<file path="config.mk">
export PLATFORM = sky130hd
export DESIGN_NAME = ula_sequencer_flat
export DESIGN_NICKNAME = d
export VERILOG_FILES = /design/src/rtl/ula_sequencer_if.sv /design/src/rtl/ula_sequencer.sv /design/src/flat_wrapper.sv
export SDC_FILE = /design/constraint.sdc
export NUM_CORES = 1
export LEC_CHECK = 0
export BUFFER_PORTS_ARGS = -buffer_cell sky130_fd_sc_hd__buf_2
export CAP_MARGIN = 10
export CORE_AREA = 2 2 152 154
export CTS_CLUSTER_DIAMETER = 120
export DETAILED_ROUTE_END_ITERATION = 8
export DIE_AREA = 0 0 154 156
export PLACE_DENSITY_LB_ADDON = 0.25
export SYNTH_ARGS = -nofsm -noshare
export SYNTH_HDL_FRONTEND = slang
export SYNTH_SLANG_ARGS = --single-unit
</file>
<file path="constraint.sdc">
create_clock -name clock -period 1.71 [get_ports clock]
set_clock_uncertainty 0.05 [all_clocks]
set_input_delay 0.2565 -clock clock [delete_from_list [all_inputs] [get_ports clock]]
set_output_delay 0.2565 -clock clock [all_outputs]
set_load 0.005 [all_outputs]
</file>
<file path="src/rtl/ula_sequencer_if.sv">
// Command/response and ALU-side bus of the ula sequencer.
// master = requester plus ALU, slave = sequencer.
interface ula_sequencer_if #(
  parameter int BITS = 63
);
  logic            start;
  logic            pronto;
  logic [1:0]      cmd_op;
  logic [BITS:0]   cmd_a;
  logic [BITS:0]   cmd_b;
  logic            use_prev;
  logic            clr_ovf;
  logic [BITS:0]   ula_a;
  logic [BITS:0]   ula_b;
  logic [1:0]      ula_op;
  logic [BITS:0]   ula_result;
  logic            ula_v;
  logic [BITS:0]   result;
  logic            overflow;
  logic            ovf_sticky;
  logic            done;

  modport master (
    output start, cmd_op, cmd_a, cmd_b,
    output use_prev, clr_ovf,
    output ula_result, ula_v,
    input  pronto, ula_a, ula_b, ula_op,
    input  result, overflow, ovf_sticky, done
  );

  modport slave (
    input  start, cmd_op, cmd_a, cmd_b,
    input  use_prev, clr_ovf,
    input  ula_result, ula_v,
    output pronto, ula_a, ula_b, ula_op,
    output result, overflow, ovf_sticky, done
  );
endinterface

</file>
<file path="src/rtl/ula_sequencer.sv">
// Multi-cycle command sequencer driving a combinational ALU.
// Issue, let the ALU settle, capture, then pulse done.
module ula_sequencer #(
  parameter int         BITS   = 63,
  parameter logic [1:0] OP_SUB = 2'b00,
  parameter logic [1:0] OP_ADD = 2'b01,
  parameter logic [1:0] OP_EQU = 2'b10,
  parameter logic [1:0] OP_SLT = 2'b11
) (
  input logic            clock,
  input logic            reset,
  ula_sequencer_if.slave bus
);

  typedef enum logic [1:0] {
    IDLE,
    ISSUE,
    CAPTURE,
    DONE
  } state_t;

  state_t        state;
  state_t        state_nxt;
  logic [BITS:0] prev;
  logic          accept;
  logic          capture;
  logic          cap_ovf;
  logic          arith;

  always_ff @(posedge clock) begin
    if (reset) state <= IDLE;
    else       state <= state_nxt;
  end

  always_comb begin
    state_nxt  = state;
    accept     = 1'b0;
    capture    = 1'b0;
    bus.pronto = 1'b0;
    bus.done   = 1'b0;
    unique case (state)
      IDLE: begin
        bus.pronto = 1'b1;
        if (bus.start) begin
          accept    = 1'b1;
          state_nxt = ISSUE;
        end
      end
      ISSUE:   state_nxt = CAPTURE;
      CAPTURE: begin
        capture   = 1'b1;
        state_nxt = DONE;
      end
      DONE: begin
        bus.done  = 1'b1;
        state_nxt = IDLE;
      end
      default: state_nxt = IDLE;
    endcase
  end

  // Compare ops never report overflow, whatever the ALU flag says.
  assign arith   = (bus.ula_op == OP_ADD) ||
                   (bus.ula_op == OP_SUB);
  assign cap_ovf = arith & bus.ula_v;

  always_ff @(posedge clock) begin
    if (reset) begin
      bus.ula_a      <= '0;
      bus.ula_b      <= '0;
      bus.ula_op     <= OP_ADD;
      bus.result     <= '0;
      prev           <= '0;
      bus.overflow   <= 1'b0;
      bus.ovf_sticky <= 1'b0;
    end else begin
      if (accept) begin
        bus.ula_a  <= bus.use_prev ? prev : bus.cmd_a;
        bus.ula_b  <= bus.cmd_b;
        bus.ula_op <= bus.cmd_op;
      end
      if (capture) begin
        bus.result   <= bus.ula_result;
        prev         <= bus.ula_result;
        bus.overflow <= cap_ovf;
      end
      if (bus.clr_ovf)
        bus.ovf_sticky <= 1'b0;
      else if (capture)
        bus.ovf_sticky <= bus.ovf_sticky | cap_ovf;
    end
  end

endmodule

</file>
<file path="src/flat_wrapper.sv">
// flat-port wrapper written by rule: the top's interface ports become plain ports
module ula_sequencer_flat 
#(
  parameter int         BITS   = 63,
  parameter logic [1:0] OP_SUB = 2'b00,
  parameter logic [1:0] OP_ADD = 2'b01,
  parameter logic [1:0] OP_EQU = 2'b10,
  parameter logic [1:0] OP_SLT = 2'b11
)
  (clock, reset, bus_start, bus_cmd_op, bus_cmd_a, bus_cmd_b, bus_use_prev, bus_clr_ovf, bus_ula_result, bus_ula_v, bus_pronto, bus_ula_a, bus_ula_b, bus_ula_op, bus_result, bus_overflow, bus_ovf_sticky, bus_done);
  ula_sequencer_if #(.BITS(BITS)) bus_i ();
  input logic clock;
  input logic reset;
  input wire logic [$bits(bus_i.start)-1:0] bus_start;
  input wire logic [$bits(bus_i.cmd_op)-1:0] bus_cmd_op;
  input wire logic [$bits(bus_i.cmd_a)-1:0] bus_cmd_a;
  input wire logic [$bits(bus_i.cmd_b)-1:0] bus_cmd_b;
  input wire logic [$bits(bus_i.use_prev)-1:0] bus_use_prev;
  input wire logic [$bits(bus_i.clr_ovf)-1:0] bus_clr_ovf;
  input wire logic [$bits(bus_i.ula_result)-1:0] bus_ula_result;
  input wire logic [$bits(bus_i.ula_v)-1:0] bus_ula_v;
  output wire logic [$bits(bus_i.pronto)-1:0] bus_pronto;
  output wire logic [$bits(bus_i.ula_a)-1:0] bus_ula_a;
  output wire logic [$bits(bus_i.ula_b)-1:0] bus_ula_b;
  output wire logic [$bits(bus_i.ula_op)-1:0] bus_ula_op;
  output wire logic [$bits(bus_i.result)-1:0] bus_result;
  output wire logic [$bits(bus_i.overflow)-1:0] bus_overflow;
  output wire logic [$bits(bus_i.ovf_sticky)-1:0] bus_ovf_sticky;
  output wire logic [$bits(bus_i.done)-1:0] bus_done;
  assign bus_i.start = bus_start;
  assign bus_i.cmd_op = bus_cmd_op;
  assign bus_i.cmd_a = bus_cmd_a;
  assign bus_i.cmd_b = bus_cmd_b;
  assign bus_i.use_prev = bus_use_prev;
  assign bus_i.clr_ovf = bus_clr_ovf;
  assign bus_i.ula_result = bus_ula_result;
  assign bus_i.ula_v = bus_ula_v;
  assign bus_pronto = bus_i.pronto;
  assign bus_ula_a = bus_i.ula_a;
  assign bus_ula_b = bus_i.ula_b;
  assign bus_ula_op = bus_i.ula_op;
  assign bus_result = bus_i.result;
  assign bus_overflow = bus_i.overflow;
  assign bus_ovf_sticky = bus_i.ovf_sticky;
  assign bus_done = bus_i.done;
  ula_sequencer #(.BITS(BITS), .OP_SUB(OP_SUB), .OP_ADD(OP_ADD), .OP_EQU(OP_EQU), .OP_SLT(OP_SLT)) u_core (.clock(clock), .reset(reset), .bus(bus_i));
endmodule
</file>
# == Word level (Yosys, flattened, before mapping) ==
# Index checks and enable logic that the tools add are counted.
# word_totals
regBits,198
input_bits,200
output_inout_bits,198
wordCells,26
# classes
n_reduce_logical,4
n_bitwise,2
mux,8
n_eq_ne,5
# op_table
cell,n
$mux W64,1
$pmux W2 S4,1
$mux W1,5
$eq A2 B1 Y1 const B,2
$eq A2 B2 Y1 const B,2
$logic_not A2 Y1,2
$mux W2,1
$ne A2 B2 Y1 const B,1
$reduce_or A2 Y1,1
$and A1 B1 Y1,1
$logic_or A1 B1 Y1,1
$or A1 B1 Y1,1

# == Longest topological paths before layout ==
# depth
depth_word,4
mapped_depth,8
depth_no_buf,5

# == Worst setup path after synthesis ==
# Ideal clock, no wire load.
# synth_path
path_kind,register -> register
start,reg u_core.state[0]
end,reg u_core.bus.ula_op[0]
slack_ns,0.178
path_buffers,3
stages_incl_launch_ff,9
setup_time_ns,0.122
t_required_ns,1.538
arrival_time_ns,1.360
period_less_slack_ns,1.532
cell_sequence,dfxtp_1 -> inv_1 -> ha_1 -> and2_1 -> buf_4 -> buf_6 -> buf_4 -> nand2_1 -> nand3b_1
# synth_between
elab_chain_cells,2
# synth_rtl
item,line,source
"start, declared",ula_sequencer.sv:22,state_t state;
"start signal, assigned",ula_sequencer.sv:32,else state <= state_nxt;
$logic_not A2 Y1,ula_sequencer.sv:41,unique case (state)
$mux W1,ula_sequencer.sv:41,
"end signal, assigned",ula_sequencer.sv:80,bus.ula_op <= bus.cmd_op;
"end, declared",ula_sequencer_if.sv:35,"output pronto, ula_a, ula_b, ula_op,"
# No other way between the ends.
# A chain may end at the register's enable or synchronous reset.

# == Worst setup path after layout ==
# layout_path
start,reg u_core.state[0]
end,reg u_core.bus.ula_a[42]
# layout_between
elab_chain_cells,2
# layout_rtl
item,line,source
$logic_not A2 Y1,ula_sequencer.sv:41,
$mux W1,ula_sequencer.sv:41,
"end signal, assigned",ula_sequencer.sv:78,bus.ula_a <= bus.use_prev ? prev : bus.cmd_a;
"end, declared",ula_sequencer_if.sv:35,
# No other way between the ends.

==> key figures <==
Pwr
  – Leakage Power: 5.38 nW
  – Seq pwr share: roughly two fifths
  – Cell Int Power: 9.99 mW
  – Combinational share of power: between 30% and 40%
  – Switching power of the nets: 5.29 mW
  – Sw Share: between 30% and 40%
  – Power per cell area: approximately 1300 mW/mm^2
  – Total power: 15.3 mW
  – Clock power share: approximately a quarter
  – Peak supply drop: roughly 0.68 mV

Worst setup path
  – R2R Setup Slk: 0.12 ns
  – Critical Path RT: approximately 2 ns
  – WS Path Type: reg2reg
  – Critical path peak fanout: 68
  – Reg2reg path depth: 6
  – FF-to-FF Start: u_core.state[0]
  – Worst R2R End: u_core.bus.ula_a[42]
  – Critical Path AT: approximately 1.9 ns
  – Critical path startpoint category: register
  – CP endpoint kind: register

STA
  – Final slew viol count: 0
  – Final min period: between 1.5 and 2 ns
  – Max Clk Rate: roughly 0.63 GHz
  – Slew @ Worst Pin: roughly 0.35 ns
  – Final critical-path share of the clock period: between 90 and 100%
  – # setup viols final: 0
  – Relative slew slack: around 76%
  – Unrepaired setup endpoints after global routing: false
  – Endpoints failing hold: 0
  – Final setup TNS: 0 ns

Placed design
  – PortBufs: between 300 and 400
  – Dpl hpwl: around 18000 microns
  – Routability Congestion: a little under 0.8

Flow run
  – Max-cap viol count: 0

Drt
  – DRC: 0
  – Vias after detailed routing: 7319
  – Routed WL: about 25000 microns
  – WL/cell: about 16 microns
  – Drt pass-1 iters: 4
  – Detailed Route Iter0 Violations: slightly below 300
  – Final ANT Viol Nets: 0
  – Vias per cell: 4.69

Min path
  – Hold path depth: 3
  – Min-Delay Endpoint: u_core.bus.result[63]
  – Hold Crit Start: bus_ula_result[63]
  – Hold crit path type: in2reg

Clocking
  – TritonCTS Buffers: 17
  – H-tree depth: 4
  – Worst-Skew Late Latency: roughly 0.43 ns
  – Clock buffer depth: 2
  – CTS tree: yes
  – Clock root buffer: clkbuf_16
  – Clock Sink Count: ~200
  – Clk slew on worst S/H paths: 0.07 ns

Synthesis
  – Syn nets: 1005
  – Post-synth cell types: 17
  – Sequential share of the synthesized area: 51.1%
  – Asr flop ratio synth: 0%
  – Most common cell in the netlist: dfxtp_1
  – Synth Area per Inst: 9.69 sq um
  – Synth area leader: dfxtp_1
  – Synthesized instance count: between 800 and 900
  – Top cell type's share of synthesized area: approximately half
  – Post-Syn Area: roughly 0.0078 sq mm
  – EDFF count, synth: 0
  – Synth warn: 0
  – Top FF cell, synth: dfxtp_1
  – Post-synthesis register bit count: ~200
  – Commonest cells in the synthesized netlist: dfxtp_1, nand2_1, nor2_1, mux2i_1, a21oi_1
  – Synth area leaders: dfxtp_1, mux2i_1, nand2_1

Global route
  – GRT Util Overall: about a fifth
  – Vias in the first global route: 7305
  – First-pass GRT wire length: roughly 38000 microns
  – Initial antenna violation count: 2
  – Largest net degree at the start of global routing: 69
  – Total grt overflow: 0

Floorplanning
  – Core area: between 0.02 and 0.025 sq mm
  – Top Ports: a little under 400
  – Chip width: about 150 microns
  – Initial Utilization: a little over a third
  – Die area: 0.0240 sq mm
  – Die height: 156 microns
  – Row cnt: 55

Layout
  – P&R area growth vs syn: 48.3%
  – Share of cells above drive strength 1: between 30% and 40%
  – Final Net Count: about 1500

Outcome
  – Status: finished, final reports clean
## per-stage QoR
step | util (%) | cells | cell area (sq um) | hold WS (ns) | setup slack, ns
6_report | 51.4 | 1562 | 11500 | 0.0218 | 0.120
5_1_grt | 51.4 | 1562 | 11500 | 0.00753 | 0.00860
4_1_cts | 51.4 | 1561 | 11500 | 0.000257 | 0.109
3_5_place_dp | 44.9 | 1443 | 10000 | 0.371 | 0.122
3_3_place_gp | 44.9 | 1443 | 10000 | 0.371 | 0.184
2_1_floorplan | - | 801 | 7760 | 0.279 | 0.178
## power by group through the flow
| stage | sequential [mW] | combinational, mW | clock, mW |
|---|---|---|---|
| 2_1_floorplan | 6.28 | 3.03 | 0 |
| 3_3_place_gp | 6.20 | 4.97 | 0 |
| 3_5_place_dp | 6.22 | 5.05 | 0 |
| 4_1_cts | 6.13 | 5.21 | 4.10 |
| 5_1_grt | 6.25 | 5.72 | 4.30 |
| 6_report | 6.12 | 5.19 | 3.96 |
## cell families after synthesis
logic type,Yosys count,synth area share [%]
buffers and inverters,69,5.45
AO/OA/AOI/OAI,132,13.0
adder cells (fa/ha/maj),4,0.645
multiplexers,129,16.6
flip-flops,198,51.1
AND/OR/NAND/NOR,269,13.2
## cell usage in the layout (no fill, tap or decap)
master,n
nor2_1,131
clkinv_4,1
inv_6,6
nand2_2,1
ha_4,1
buf_4,15
a21oi_1,66
clkinv_8,2
nand2b_1,2
diode_2,1
ha_2,1
dlygate4sd3_1,86
ha_1,2
inv_1,3
and2_4,1
inv_8,3
nand2_1,132
clkinv_2,1
buf_12,10
buf_2,395
buf_6,2
clkbuf_16,17
buf_16,1
nand3b_1,2
a211oi_2,36
clkbuf_8,1
mux2i_1,129
a211oi_1,30
clkbuf_1,1
dfxtp_1,198
## per-layer routing
metal	track usage, %	wire (microns)
met1	23.0	10300
met2	34.5	12000
met3	6.06	1970
met4	8.50	697
met5	0	11
## worst max path at each step
stage	startpoint	to	cells after the start
after floorplan	u_core.state[0]	u_core.bus.ula_op[0]	8
after global placement	u_core.state[0]	u_core.bus.ula_a[45]	6
after detailed placement	u_core.state[0]	u_core.bus.ula_a[45]	6
after CTS	u_core.state[0]	u_core.bus.ula_a[13]	6
after global routing	u_core.state[0]	u_core.bus.ula_a[46]	6
final	u_core.state[0]	u_core.bus.ula_a[42]	6
## worst max-delay path, cell delays in order (launching register included)
cell	delay [ns]
dfxtp_1	0.33
inv_1	0.08
ha_2	0.21
and2_4	0.23
buf_12	0.29
nor2_1	0.09
a211oi_2	0.19
## sequential cells by signal, summed over array words and instances (netlist names)
signal and flops:
u_core.state 2, u_core.bus.ula_a 64, u_core.bus.result 64, u_core.bus.ula_op 2, u_core.bus.ula_b 64, u_core.bus.overflow 1
u_core.bus.ovf_sticky 1
## area by class of cell
cell class | count | area [sq um]
antenna | 1 | 2.50
clock buffer | 19 | 443
clock inverter | 13 | 133
fill | 2071 | 10900
inverter | 3 | 11.3
multi-input combinational | 534 | 3390
sequential | 198 | 3960
tap | 285 | 357
timing repair buffer | 509 | 3200
## repair_timing
action	in CTS	in global routing
setup endpoints to repair	0	9
hold buffers	86	0
setup buffers	0	0
resized for setup	0	3
endpoints found under the hold margin	86	0
(Power assumes the default switching activity.)
